$ cat config.mk
export PLATFORM = sky130hd
export DESIGN_NAME = ssd_scan_mux
export DESIGN_NICKNAME = d
export VERILOG_FILES = /design/src/rtl/ssd_pkg.sv /design/src/rtl/ssd_hex_decode.sv /design/src/rtl/ssd_scan_mux.sv
export SDC_FILE = /design/constraint.sdc
export NUM_CORES = 1
export LEC_CHECK = 0
export ABC_AREA = 1
export BUFFER_PORTS_ARGS = -buffer_cell sky130_fd_sc_hd__buf_2
export CAP_MARGIN = 20
export CORE_MARGIN = 4
export CORE_UTILIZATION = 47
export DETAILED_ROUTE_END_ITERATION = 10
export PLACE_DENSITY = 0.76
export SLEW_MARGIN = 5
export SYNTH_ARGS = -nofsm -noshare
export SYNTH_HDL_FRONTEND = slang
export SYNTH_SLANG_ARGS = --single-unit
$ cat constraint.sdc
create_clock -name Clk -period 3.9 [get_ports Clk]
set_input_delay 0.585 -clock Clk [delete_from_list [all_inputs] [get_ports Clk]]
set_output_delay 0.585 -clock Clk [all_outputs]
set_load 0.01 [all_outputs]
$ cat src/rtl/ssd_pkg.sv
// Shared seven-segment constants for SINdoku display logic.
// Segment order is abcdefg, active-low (0 = segment lit).
package ssd_pkg;

    localparam logic [6:0] SEG_0   = 7'b0000001;
    localparam logic [6:0] SEG_1   = 7'b1001111;
    localparam logic [6:0] SEG_2   = 7'b0010010;
    localparam logic [6:0] SEG_3   = 7'b0000110;
    localparam logic [6:0] SEG_4   = 7'b1001100;
    localparam logic [6:0] SEG_5   = 7'b0100100;
    localparam logic [6:0] SEG_6   = 7'b0100000;
    localparam logic [6:0] SEG_7   = 7'b0001111;
    localparam logic [6:0] SEG_8   = 7'b0000000;
    localparam logic [6:0] SEG_9   = 7'b0000100;
    localparam logic [6:0] SEG_A   = 7'b0001000;
    localparam logic [6:0] SEG_B   = 7'b1100000;
    localparam logic [6:0] SEG_C   = 7'b0110001;
    localparam logic [6:0] SEG_D   = 7'b1000010;
    localparam logic [6:0] SEG_E   = 7'b0110000;
    localparam logic [6:0] SEG_F   = 7'b0111000;
    localparam logic [6:0] SEG_OFF = 7'b1111111;

endpackage

$ cat src/rtl/ssd_hex_decode.sv
// Combinational hex nibble to active-low abcdefg segment pattern.
module ssd_hex_decode
    import ssd_pkg::*;
(
    input  logic [3:0] hex,
    output logic [6:0] seg
);

    always_comb begin
        seg = SEG_OFF;
        case (hex)
            4'h0: seg = SEG_0;
            4'h1: seg = SEG_1;
            4'h2: seg = SEG_2;
            4'h3: seg = SEG_3;
            4'h4: seg = SEG_4;
            4'h5: seg = SEG_5;
            4'h6: seg = SEG_6;
            4'h7: seg = SEG_7;
            4'h8: seg = SEG_8;
            4'h9: seg = SEG_9;
            4'hA: seg = SEG_A;
            4'hB: seg = SEG_B;
            4'hC: seg = SEG_C;
            4'hD: seg = SEG_D;
            4'hE: seg = SEG_E;
            4'hF: seg = SEG_F;
            default: seg = SEG_OFF;
        endcase
    end

endmodule

$ cat src/rtl/ssd_scan_mux.sv
// Time-multiplexed N-digit seven-segment driver with frame-coherent capture,
// per-digit enable/dp/blink and an anti-ghosting blank after each digit change.
module ssd_scan_mux
    import ssd_pkg::*;
#(
    parameter int N_DIGITS     = 8,
    parameter int SCAN_DIV     = 17,
    parameter int BLINK_DIV    = 26,
    parameter int BLANK_CYCLES = 4
)(
    input  logic                        Clk,
    input  logic                        Reset,
    input  logic [4*N_DIGITS-1:0]       digits_in,
    input  logic [N_DIGITS-1:0]         dp_in,
    input  logic [N_DIGITS-1:0]         enable_in,
    input  logic [N_DIGITS-1:0]         blink_in,
    output logic [N_DIGITS-1:0]         An,
    output logic [7:0]                  Cathodes,
    output logic [$clog2(N_DIGITS)-1:0] scan_idx,
    output logic                        blink_phase,
    output logic                        frame_start
);

    localparam int IDX_W = $clog2(N_DIGITS);
    localparam logic [IDX_W-1:0]    LAST_IDX   = IDX_W'(N_DIGITS - 1);
    localparam logic [SCAN_DIV-1:0] BLANK_LOAD = SCAN_DIV'(BLANK_CYCLES);

    logic [SCAN_DIV-1:0]     prescaler_reg, prescaler_next;
    logic [IDX_W-1:0]        scan_idx_reg, scan_idx_next;
    logic [SCAN_DIV-1:0]     blank_cnt_reg, blank_cnt_next;
    logic [BLINK_DIV-1:0]    blink_cnt_reg, blink_cnt_next;
    logic [4*N_DIGITS-1:0]   shadow_digits_reg, shadow_digits_next;
    logic [N_DIGITS-1:0]     shadow_dp_reg, shadow_dp_next;
    logic [N_DIGITS-1:0]     shadow_en_reg, shadow_en_next;
    logic [N_DIGITS-1:0]     shadow_blink_reg, shadow_blink_next;
    logic [N_DIGITS-1:0]     an_reg, an_next;
    logic [7:0]              cathodes_reg, cathodes_next;
    logic                    frame_start_reg, frame_start_next;

    logic                    tick;
    logic                    last_digit;
    logic                    blink_phase_next;
    logic                    digit_visible;
    logic [3:0]              sel_digit;
    logic [6:0]              sel_seg;
    logic [3:0]              digit_arr [N_DIGITS];

    assign tick       = (prescaler_reg == '1);
    assign last_digit = (scan_idx_reg == LAST_IDX);

    // Counters and shadow capture; the capture shares the wrap tick so digit 0
    // of the new frame already shows the freshly captured data.
    always_comb begin
        prescaler_next     = prescaler_reg + 1'b1;
        blink_cnt_next     = blink_cnt_reg + 1'b1;
        scan_idx_next      = scan_idx_reg;
        blank_cnt_next     = blank_cnt_reg;
        shadow_digits_next = shadow_digits_reg;
        shadow_dp_next     = shadow_dp_reg;
        shadow_en_next     = shadow_en_reg;
        shadow_blink_next  = shadow_blink_reg;
        frame_start_next   = 1'b0;
        if (tick) begin
            blank_cnt_next = BLANK_LOAD;
            if (last_digit) begin
                scan_idx_next      = '0;
                frame_start_next   = 1'b1;
                shadow_digits_next = digits_in;
                shadow_dp_next     = dp_in;
                shadow_en_next     = enable_in;
                shadow_blink_next  = blink_in;
            end else begin
                scan_idx_next = scan_idx_reg + 1'b1;
            end
        end else if (blank_cnt_reg != '0) begin
            blank_cnt_next = blank_cnt_reg - 1'b1;
        end
    end

    for (genvar gi = 0; gi < N_DIGITS; gi++) begin : g_digit
        assign digit_arr[gi] = shadow_digits_next[4*gi +: 4];
    end

    assign sel_digit = digit_arr[scan_idx_next];

    ssd_hex_decode u_decode (
        .hex (sel_digit),
        .seg (sel_seg)
    );

    // Outputs are computed from next-state values so the registered pins
    // line up with the registered scan index and blink phase.
    always_comb begin
        blink_phase_next = blink_cnt_next[BLINK_DIV-1];
        digit_visible    = shadow_en_next[scan_idx_next]
                           && !(blink_phase_next && shadow_blink_next[scan_idx_next]);
        an_next          = '1;
        cathodes_next    = 8'hFF;
        if (digit_visible) begin
            cathodes_next = {sel_seg, ~shadow_dp_next[scan_idx_next]};
            if (blank_cnt_next == '0) begin
                an_next[scan_idx_next] = 1'b0;
            end
        end
    end

    always_ff @(posedge Clk) begin
        if (Reset) begin
            prescaler_reg     <= '0;
            scan_idx_reg      <= '0;
            blank_cnt_reg     <= '0;
            blink_cnt_reg     <= '0;
            shadow_digits_reg <= '0;
            shadow_dp_reg     <= '0;
            shadow_en_reg     <= '0;
            shadow_blink_reg  <= '0;
            an_reg            <= '1;
            cathodes_reg      <= 8'hFF;
            frame_start_reg   <= 1'b0;
        end else begin
            prescaler_reg     <= prescaler_next;
            scan_idx_reg      <= scan_idx_next;
            blank_cnt_reg     <= blank_cnt_next;
            blink_cnt_reg     <= blink_cnt_next;
            shadow_digits_reg <= shadow_digits_next;
            shadow_dp_reg     <= shadow_dp_next;
            shadow_en_reg     <= shadow_en_next;
            shadow_blink_reg  <= shadow_blink_next;
            an_reg            <= an_next;
            cathodes_reg      <= cathodes_next;
            frame_start_reg   <= frame_start_next;
        end
    end

    assign An          = an_reg;
    assign Cathodes    = cathodes_reg;
    assign scan_idx    = scan_idx_reg;
    assign blink_phase = blink_cnt_reg[BLINK_DIV-1];
    assign frame_start = frame_start_reg;

endmodule

==> metrics.md, run 1 <==
| Metric | Value |
|---|---|
| Number of synthesized flops with an enable pin | 0 |
| Power Dens Cells | 506.2 nW/um^2 |
| Share of final-layout standard cells stronger than drive strength 1 | 17.79% |
| Reg-to-reg setup timing slack | 0.24 ns |
| Worst reg2reg path endpoint | Cathodes[6]$_SDFF_PP1_ |
| Gr usage total | 19.47% |
| CTS Buf Count | 17 |
| Antenna Cells | 0 |
| Worst-case setup margin in the final layout | roughly 0.24 ns |
| Max reg flops | 32 |
| Number of warnings printed during yosys synthesis | 0 |
| Final Hold Fails | 0 |
| Input/output buffers | 78 |
| Top area cells in the synthesized netlist | dfxtp_1, nand2_1, nor2_1 |
| Clock power share | about 36% |
| Signal arrival time at the worst endpoint | 3.97 ns |
| Classification of the worst setup path | flip-flop to flip-flop |
| Cell count after synthesis | 967 |
| Worst vdd rail ir drop | 317.1 uV |
| Hold_ws | 0.4293 ns |
| Number of cells on the worst reg-to-reg path | 23 |
| Root Buffer Master | clkbuf_16 |
| Net count after synthesis | 1037 |
| Reg power frac | 38.6% |
| Die height | around 130 um |
| 1st-iter DRT viols | between 300 and 400 |
| Drc violations | 0 |
| Via count of the first global-routing pass | 5735 |
| Multi-input logic area | between 3000 and 4000 sq um |
| Hold depth | 3 |
| Clock latency reported for the late side of the worst-skew pair | 0.42 ns |
| Antenna violations before repair | 0 |
| Placeable Area | 14040 sq um |
| Startpoint of the lowest-slack hold path | dp_in[5] |
| Total via count in the routed design | 6182 |
| WL/cell | 12.55 um |
| Internal Pwr Total | ~2.7 mW |
| Vias per cell | 4.954 |
| Growth of design area from synthesis to finish | 17.25% |
| Avg Cell Area, Syn | slightly above 7 sq um |
| Top cell type's share of synthesized area | around 40% |
| Count of antenna-violating nets left after detailed routing | 0 |
| Number of flip-flops and latches in the synthesized netlist | 136 |
| Maximum number of pins on one net before global-route repair | 104 |
| Actual transition at the worst max-transition pin | between 1 and 1.5 ns |
| Switching fraction of total power | between 30% and 40% |
| Share of the clock period used by the worst path after layout | 93.88% |
| Post-DP Area | 7284 sq um |
| Final Max Slew Viols | 0 |
| Fill cell count | 1296 |
| Sequential fraction of the synthesis area | 39.98% |
| Clock tree sinks | 136 |
| HPWL reported at the end of detailed placement | 11.07 mm |
| Worst min path class | primary input to flip-flop |
| Fmax | 273.1 MHz |
| TritonCTS clock tree | done |
| RePlAce Congestion | around 0.90 |
| Number of max-cap violations | 0 |
| Pre-CTS setup slack | -0.01438 ns |
| CP Max Fanout | 8 |
| Reg area | 2723 sq um |
| Die Footprint | 16480 sq um |
| Boundary pin count | 79 |
| Outcome | completed |
| Effective utilization at floorplan | 48.50% |
| Net switching power figure | 1.302 mW |
| First-pass DRT Iterations | 5 |
| Synthesized cell area | 6810 sq um |
| Worst clock skew on the final layout | 0.007382 ns |
| Static leakage | 3.707 nW |
| Die width | 128.4 um |
| Clock edge transition at the registers on the reported setup and hold paths | 0.06 ns |
| Leftover overflow at the end of global routing | 0 |
| Share of synthesized registers carrying an async set or reset | 0% |
| Clock Tree Buf Depth | 2 |
| Total of endpoints with negative setup slack in the final report | 0 |
| Number of nets in the final layout | between 1000 and 1500 |
| Cell type with the highest aggregate area in the netlist | dfxtp_1 |
| Required time reported for the critical path endpoint | 4.21 ns |
| Worst Hold Path EP | shadow_dp_reg[5]$_SDFF_PP0_ |
| First-pass GRT wire length | 26.01 mm |
| Total non-filler cell area in the finished layout | 7985 sq um |
| Final critical-path required period | 3.661 ns |
| Standard-cell rows | 43 |
| Relative contribution of combinational cells to total power | 25.0% |
| Capturing element type of the critical path | flip-flop |
| Worst flop-to-flop path startpoint | prescaler_reg[0]$_SDFF_PP0_ |
| Number of levels in the clock H-tree | 4 |
| Slew HR | 29.28% |
| Final WL | between 15 and 20 mm |
| Category of the worst setup path launch point | flip-flop |
| Unique cell type count in the Yosys netlist | 37 |
| Synth Flop Type | dfxtp_1 |
| Hold buffer count at cts | 0 |
[synthesized netlist by cell type (all sizes together) (8+ instances only)]
cell,count
a21oi,32
buf,18
clkbuf,13
dfxtp,136
ha,12
inv,129
mux2i,13
nand2,226
nand3,84
nand4,10
nor2,176
nor3,16
o21a,23
o21ai,46
xor2,8
[how the worst max path moves through the flow]
stage	startpoint	endpoint	slack, ns	depth (start not counted)
finish	prescaler_reg[0]$_SDFF_PP0_	Cathodes[6]$_SDFF_PP1_	0.24	23
global route	prescaler_reg[0]$_SDFF_PP0_	Cathodes[6]$_SDFF_PP1_	-0.07	23
CTS	prescaler_reg[0]$_SDFF_PP0_	Cathodes[6]$_SDFF_PP1_	0.01	25
detailed placement	prescaler_reg[0]$_SDFF_PP0_	Cathodes[6]$_SDFF_PP1_	-0.01	25
global placement	prescaler_reg[0]$_SDFF_PP0_	Cathodes[4]$_SDFF_PP1_	0.07	20
floorplan	prescaler_reg[0]$_SDFF_PP0_	Cathodes[6]$_SDFF_PP1_	0.57	26
[critical path: stages (launching register included)]
cell and delay, ns:
dfxtp_1 0.35, ha_2 0.21, nand3_2 0.12, nor3_4 0.22
nand2_1 0.13, nor2_2 0.10, and3_1 0.17, nand3_1 0.10
nor2_2 0.17, ha_4 0.26, buf_6 0.16, o21ai_2 0.11
nor2_2 0.21, nand2_2 0.11, or2_0 0.23, nand2_1 0.06
nor2_1 0.05, nand2_2 0.11, inv_2 0.06, ha_1 0.29
nand2_1 0.10, nor2_1 0.05, nor2_1 0.10, nand2_1 0.07
[power by group through the flow]
stage | clock network (mW) | registers [mW] | logic [mW]
floorplan | 0 | 1.56 | 0.840
global placement | 0 | 1.59 | 1.00
detailed placement | 0 | 1.59 | 1.01
CTS | 1.50 | 1.56 | 1.01
global route | 1.56 | 1.57 | 1.19
finish | 1.47 | 1.56 | 1.01
[per-stage QoR]
stage	setup TNS [ns]	instances	util (%)	total power [mW]
finish	0	1248	56.87	4.042
global route	-0.07152	1248	56.87	4.326
CTS	0	1235	55.75	4.068
detailed placement	-0.01438	1204	51.88	2.593
global placement	0	1204	51.88	2.586
floorplan	0	967	-	2.404
[repair_timing]
| action | 4_1_cts | 5_1_grt |
|---|---|---|
| setup buffers | 0 | 13 |
| gates resized for setup | 1 | 15 |
| pin swaps | 0 | 8 |
| endpoints found under the setup margin | 8 | 16 |
[layout by cell type (no fill, tap or decap), types with 6 or more instances in the layout]
cell type,n
nand2_1,212
nor2_1,155
dfxtp_1,136
inv_1,121
nand3_1,80
buf_2,77
o21ai_0,32
a21oi_1,31
o21a_1,23
buf_4,22
clkbuf_16,17
nor3_1,15
mux2i_1,13
nor2_4,12
nand2_2,11
nand4_1,10
ha_1,10
nor2_2,9
xor2_1,8
o21ai_1,8
inv_2,6
[cells by family after synthesis]
kind of cell | Yosys count | share of synthesized area, %
AND/OR/NAND/NOR | 532 | 34.80
XOR/XNOR | 12 | 1.543
multiplexers | 13 | 1.911
adder cells (fa/ha/maj) | 12 | 2.205
flip-flops | 136 | 39.98
buffers and inverters | 160 | 10.58
AO/OA/AOI/OAI | 102 | 8.984
[area by class of cell]
class	count	share of cell area (%)
repair buffers	101	7.286
clock inverters	8	0.9245
flip-flops and latches	136	34.10
inverters	129	6.158
clock buffers	23	5.860
multi-input cells	671	42.85
well taps	180	2.820
[per-layer routing]
| metal | GRT usage (%) | vias to the layer above | wire (um) |
|---|---|---|---|
| met5 | 0 | - | 0 |
| met4 | 6.367 | 0 | 292 |
| met3 | 4.857 | 27 | 842 |
| met2 | 31.20 | 149 | 7295 |
| met1 | 25.84 | 2783 | 7235 |
| li1 | - | 3223 | - |
(Power assumes the default switching activity.)
==> run 2: changes to the inputs <==
Settings changed: ABC_AREA 1 to unset, BUFFER_PORTS_ARGS -buffer_cell sky130_fd_sc_hd__buf_2 to -buffer_cell sky130_fd_sc_hd__buf_4, PLACE_DENSITY 0.76 to 0.77.
==> run 2 against run 1 <==
  * Non-clock buffer count fell by 11
  * Global-route usage up 0.39 points
  * Utilization increased by 1.9 points
  * Fmax grew 2.3%
  * Via count decreased by 16%
  * Clock skew up 0.0062 ns
  * Worst hold slack got worse by 0.015 ns
  * Sequential share of layout area up 2.3 points
  * Critical path type unchanged
  * Count of clock-buffer cells in the layout fell by 3
  * Sequential cell count unchanged
==> metrics.md, run 2 <==
| Metric | Value |
|---|---|
| Placeable Area | 12720 sq um (-9.4%) |
| Outcome | completed |
| Die Footprint | 14940 sq um (-9.4%) |
| First-pass DRT Iterations | 5 (unchanged) |
| Static leakage | 2.855 nW (-23%) |
| Detailed route wirelength on metal3 | 735 um (-13%) |
| Top area cells in the synthesized netlist | dfxtp_1, mux2i_1, nor2_1 |
| Standard-cell rows | 41 (-4.7%) |
| Classification of the worst setup path | flip-flop to flip-flop |
| Hold depth | 3 (unchanged) |
| Unique cell type count in the Yosys netlist | 65 (+76%) |
| Number of nets in the final layout | 828 (-26%) |
| Worst reg2reg path endpoint | Cathodes[2]$_SDFF_PP1_ |
| Multi-input logic area | 3199 sq um (-6.5%) |
| Hold buffer count at cts | 0 (unchanged) |
| Worst clock skew on the final layout | 0.01359 ns (+0.006209 ns) |
| Share of synthesized registers carrying an async set or reset | 0% (unchanged) |
| Hold_ws | 0.4146 ns (-0.01473 ns) |
| Synth Flop Type | dfxtp_1 |
| Input/output buffers | 78 (unchanged) |
| Most common cell after layout, fill and taps aside | dfxtp_1 |
| HPWL reported at the end of detailed placement | 10.44 mm (-5.7%) |
| Drc violations | 0 (unchanged) |
| Clock Tree Buf Depth | 2 (unchanged) |
| Total via count in the routed design | 5182 (-16%) |
| Slew HR | 46.40% (+17 points) |
| Share of the clock period used by the worst path after layout | 91.81% (-2.1 points) |
| Number of warnings printed during yosys synthesis | 0 (unchanged) |
| Startpoint of the lowest-slack hold path | dp_in[1] |
| Reg-to-reg setup timing slack | 0.32 ns (+0.08 ns) |
| Antenna violations before repair | 0 (unchanged) |
| Synthesized cell area | 6132 sq um (-10%) |
| Met1 Routed Length | 6.161 mm (-15%) |
| Metal2 WL | 7.203 mm (-1.3%) |
| Sequential fraction of the synthesis area | 44.40% (+4.4 points) |
| Number of cells on the worst reg-to-reg path | 16 (-30%) |
| Cell type with the highest aggregate area in the netlist | dfxtp_1 |
| Switching fraction of total power | 28.31% (-3.9 points) |
| Top cell type's share of synthesized area | 44.40% (+4.4 points) |
| Most frequent cells in the layout | dfxtp_1, nor2_1, buf_4 |
| Via count of the first global-routing pass | 5058 (-12%) |
| Reg area | 2723 sq um (unchanged) |
| Worst flop-to-flop path startpoint | prescaler_reg[3]$_SDFF_PP0_ |
| Uppermost routed layer | met4 |
| Final WL | 14.40 mm (-8.1%) |
| Cell count after synthesis | 682 (-29%) |
| Avg Cell Area, Syn | 8.991 sq um (+28%) |
| Commonest cells in the synthesized netlist | dfxtp_1, nor2_1, nand2_1 |
| Final critical-path required period | 3.581 ns (-0.08094 ns) |
| CTS Buf Count | 17 (unchanged) |
| Share of final-layout standard cells stronger than drive strength 1 | 18.57% (+0.78 points) |
| Gr usage total | 19.86% (+0.39 points) |
| Most frequent cell after synthesis | dfxtp_1 |
| Antenna Cells | 0 (unchanged) |
| Die height | 122.2 um (-4.8%) |
| Count of antenna-violating nets left after detailed routing | 0 (unchanged) |
| Required time reported for the critical path endpoint | 4.18 ns (-0.03 ns) |
| Signal arrival time at the worst endpoint | 3.86 ns (-0.11 ns) |
| Root Buffer Master | clkbuf_16 |
| Number of levels in the clock H-tree | 4 (unchanged) |
| Category of the worst setup path launch point | flip-flop |
| Effective utilization at floorplan | 48.20% (-0.30 points) |
| Die width | 122.2 um (-4.8%) |
| Relative contribution of combinational cells to total power | 20.1% (-4.9 points) |
| Growth of design area from synthesis to finish | 21.83% |
| Maximum number of pins on one net before global-route repair | 80 (-23%) |
| Worst vdd rail ir drop | 361.3 uV (+14%) |
| 1st-iter DRT viols | 531 (+33%) |
| Final Max Slew Viols | 0 (unchanged) |
| Capturing element type of the critical path | flip-flop |
| Number of flip-flops and latches in the synthesized netlist | 136 (unchanged) |
| Number of synthesized flops with an enable pin | 0 (unchanged) |
| Sum Neg Setup Slack | 0 ns (unchanged) |
| RePlAce Congestion | 0.8760 (-2.2%) |
| Clock latency reported for the late side of the worst-skew pair | 0.42 ns (about the same) |
| Reg power frac | 39.5% (+0.9 points) |
| Power Dens Cells | 537.1 nW/um^2 (+6.1%) |
| Final Hold Fails | 0 (unchanged) |
| Boundary pin count | 79 (unchanged) |
| Final design utilization | 58.72% (+1.9 points) |
| Clock tree sinks | 136 (unchanged) |
| Overall power after layout | 4.012 mW (-0.73%) |
| First-pass GRT wire length | 23.70 mm (-8.9%) |
| Worst min path class | primary input to flip-flop |
| Worst Hold Path EP | shadow_dp_reg[1]$_SDFF_PP0_ |
| Net switching power figure | 1.136 mW (-13%) |
| Total of endpoints with negative setup slack in the final report | 0 (unchanged) |
| WL/cell | 15.29 um (+22%) |
| Internal Pwr Total | 2.877 mW (+5.0%) |
| Net count after synthesis | 752 (-27%) |
| Fill cell count | 1063 (-18%) |
| CP Max Fanout | 13 (+5) |
| Max reg flops | 32 (unchanged) |
| Vias per cell | 5.501 (+11%) |
| TritonCTS clock tree | done |
| Clock edge transition at the registers on the reported setup and hold paths | 0.06 ns (about the same) |
| Number of max-cap violations | 0 (unchanged) |
| Setup repair after global routing missed its margin | false |
| Actual transition at the worst max-transition pin | 0.8040 ns (-0.2567 ns) |
| Clock power share | 40.4% (+4.0 points) |
| Leftover overflow at the end of global routing | 0 (unchanged) |
| Fmax | 279.3 MHz (+2.3%) |
## run 2: changes by cell type after synthesis, moves of 11 or more
cell,change
nand3_1,-56
inv_1,-112
nand2_1,-142
or3_1,+13
o21ai_0,-18
o21a_1,-23
buf_6,-12
xor2_1,+22
mux2i_1,+31
nor2_4,-11
nor2b_1,+14
nor2_1,-57
## run 2: power groups by stage
stage	combinational, mW	clock (mW)	sequential [mW]
after CTS	0.805	1.63	1.58
after global routing	0.898	1.70	1.60
after global placement	0.774	0	1.60
final	0.806	1.62	1.58
after floorplan	0.659	0	1.57
after detailed placement	0.799	0	1.61
## run 2: through the flow
stage,std cells,worst slack [ns],cell area (sq um)
floorplan,682,0.5013,6132
CTS,942,0.1828,7461
detailed placement,911,0.2482,6857
global route,942,0.05768,7471
finish,942,0.3194,7471
global placement,911,0.3837,6857
## run 2: worst max-delay path by stage
stage / start / slack, ns / depth (start not counted) / end
floorplan: prescaler_reg[0]$_SDFF_PP0_ / 0.50 / 20 / Cathodes[4]$_SDFF_PP1_
global placement: prescaler_reg[0]$_SDFF_PP0_ / 0.38 / 14 / Cathodes[4]$_SDFF_PP1_
detailed placement: prescaler_reg[0]$_SDFF_PP0_ / 0.25 / 16 / Cathodes[2]$_SDFF_PP1_
CTS: prescaler_reg[0]$_SDFF_PP0_ / 0.18 / 16 / Cathodes[2]$_SDFF_PP1_
global route: prescaler_reg[0]$_SDFF_PP0_ / 0.06 / 18 / Cathodes[4]$_SDFF_PP1_
finish: prescaler_reg[3]$_SDFF_PP0_ / 0.32 / 16 / Cathodes[2]$_SDFF_PP1_
## run 2: area by class of cell
type	count	share of cell area (%)
inverters	11	0.5527
flip-flops and latches	136	36.44
multi-input cells	502	42.82
clock buffers	20	6.113
well taps	172	2.881
repair buffers	90	9.211
clock inverters	11	1.976
## run 2: worst max-delay path, stage by stage, from the launching register on
cell,delay [ns]
dfxtp_1,0.39
and3_1,0.19
nand3_1,0.14
nor2_2,0.22
nand2_1,0.08
nor2_1,0.10
ha_2,0.31
or3b_1,0.51
nand2_1,0.25
o32a_1,0.18
and4_1,0.26
inv_1,0.12
ha_1,0.19
inv_1,0.09
a21oi_1,0.07
o21ai_0,0.19
o311ai_1,0.14
## run 2: logic make-up (layout without fill, tap and decap cells)
group / Yosys count / after routing / share of synthesized area, %
AOI/OAI and AO/OA: 97 / 97 / 10.55
buffers and inverters: 44 / 132 / 3.611
adders and majority gates: 12 / 12 / 2.448
DFF: 136 / 136 / 44.40
muxes: 48 / 48 / 7.917
xor gates and xnor gates: 42 / 42 / 5.999
and+or+nand+nor: 303 / 303 / 25.08
## run 2: what timing repair did
item	CTS	global route
setup buffers	0	0
resized for setup	0	3
setup endpoints to repair	0	6
## run 2: routing by layer
metal	global-route usage [%]	up-vias
met3	4.608	29
met4	8.188	0
li1	-	2549
met1	24.30	2442
met2	33.67	162
met5	0	-
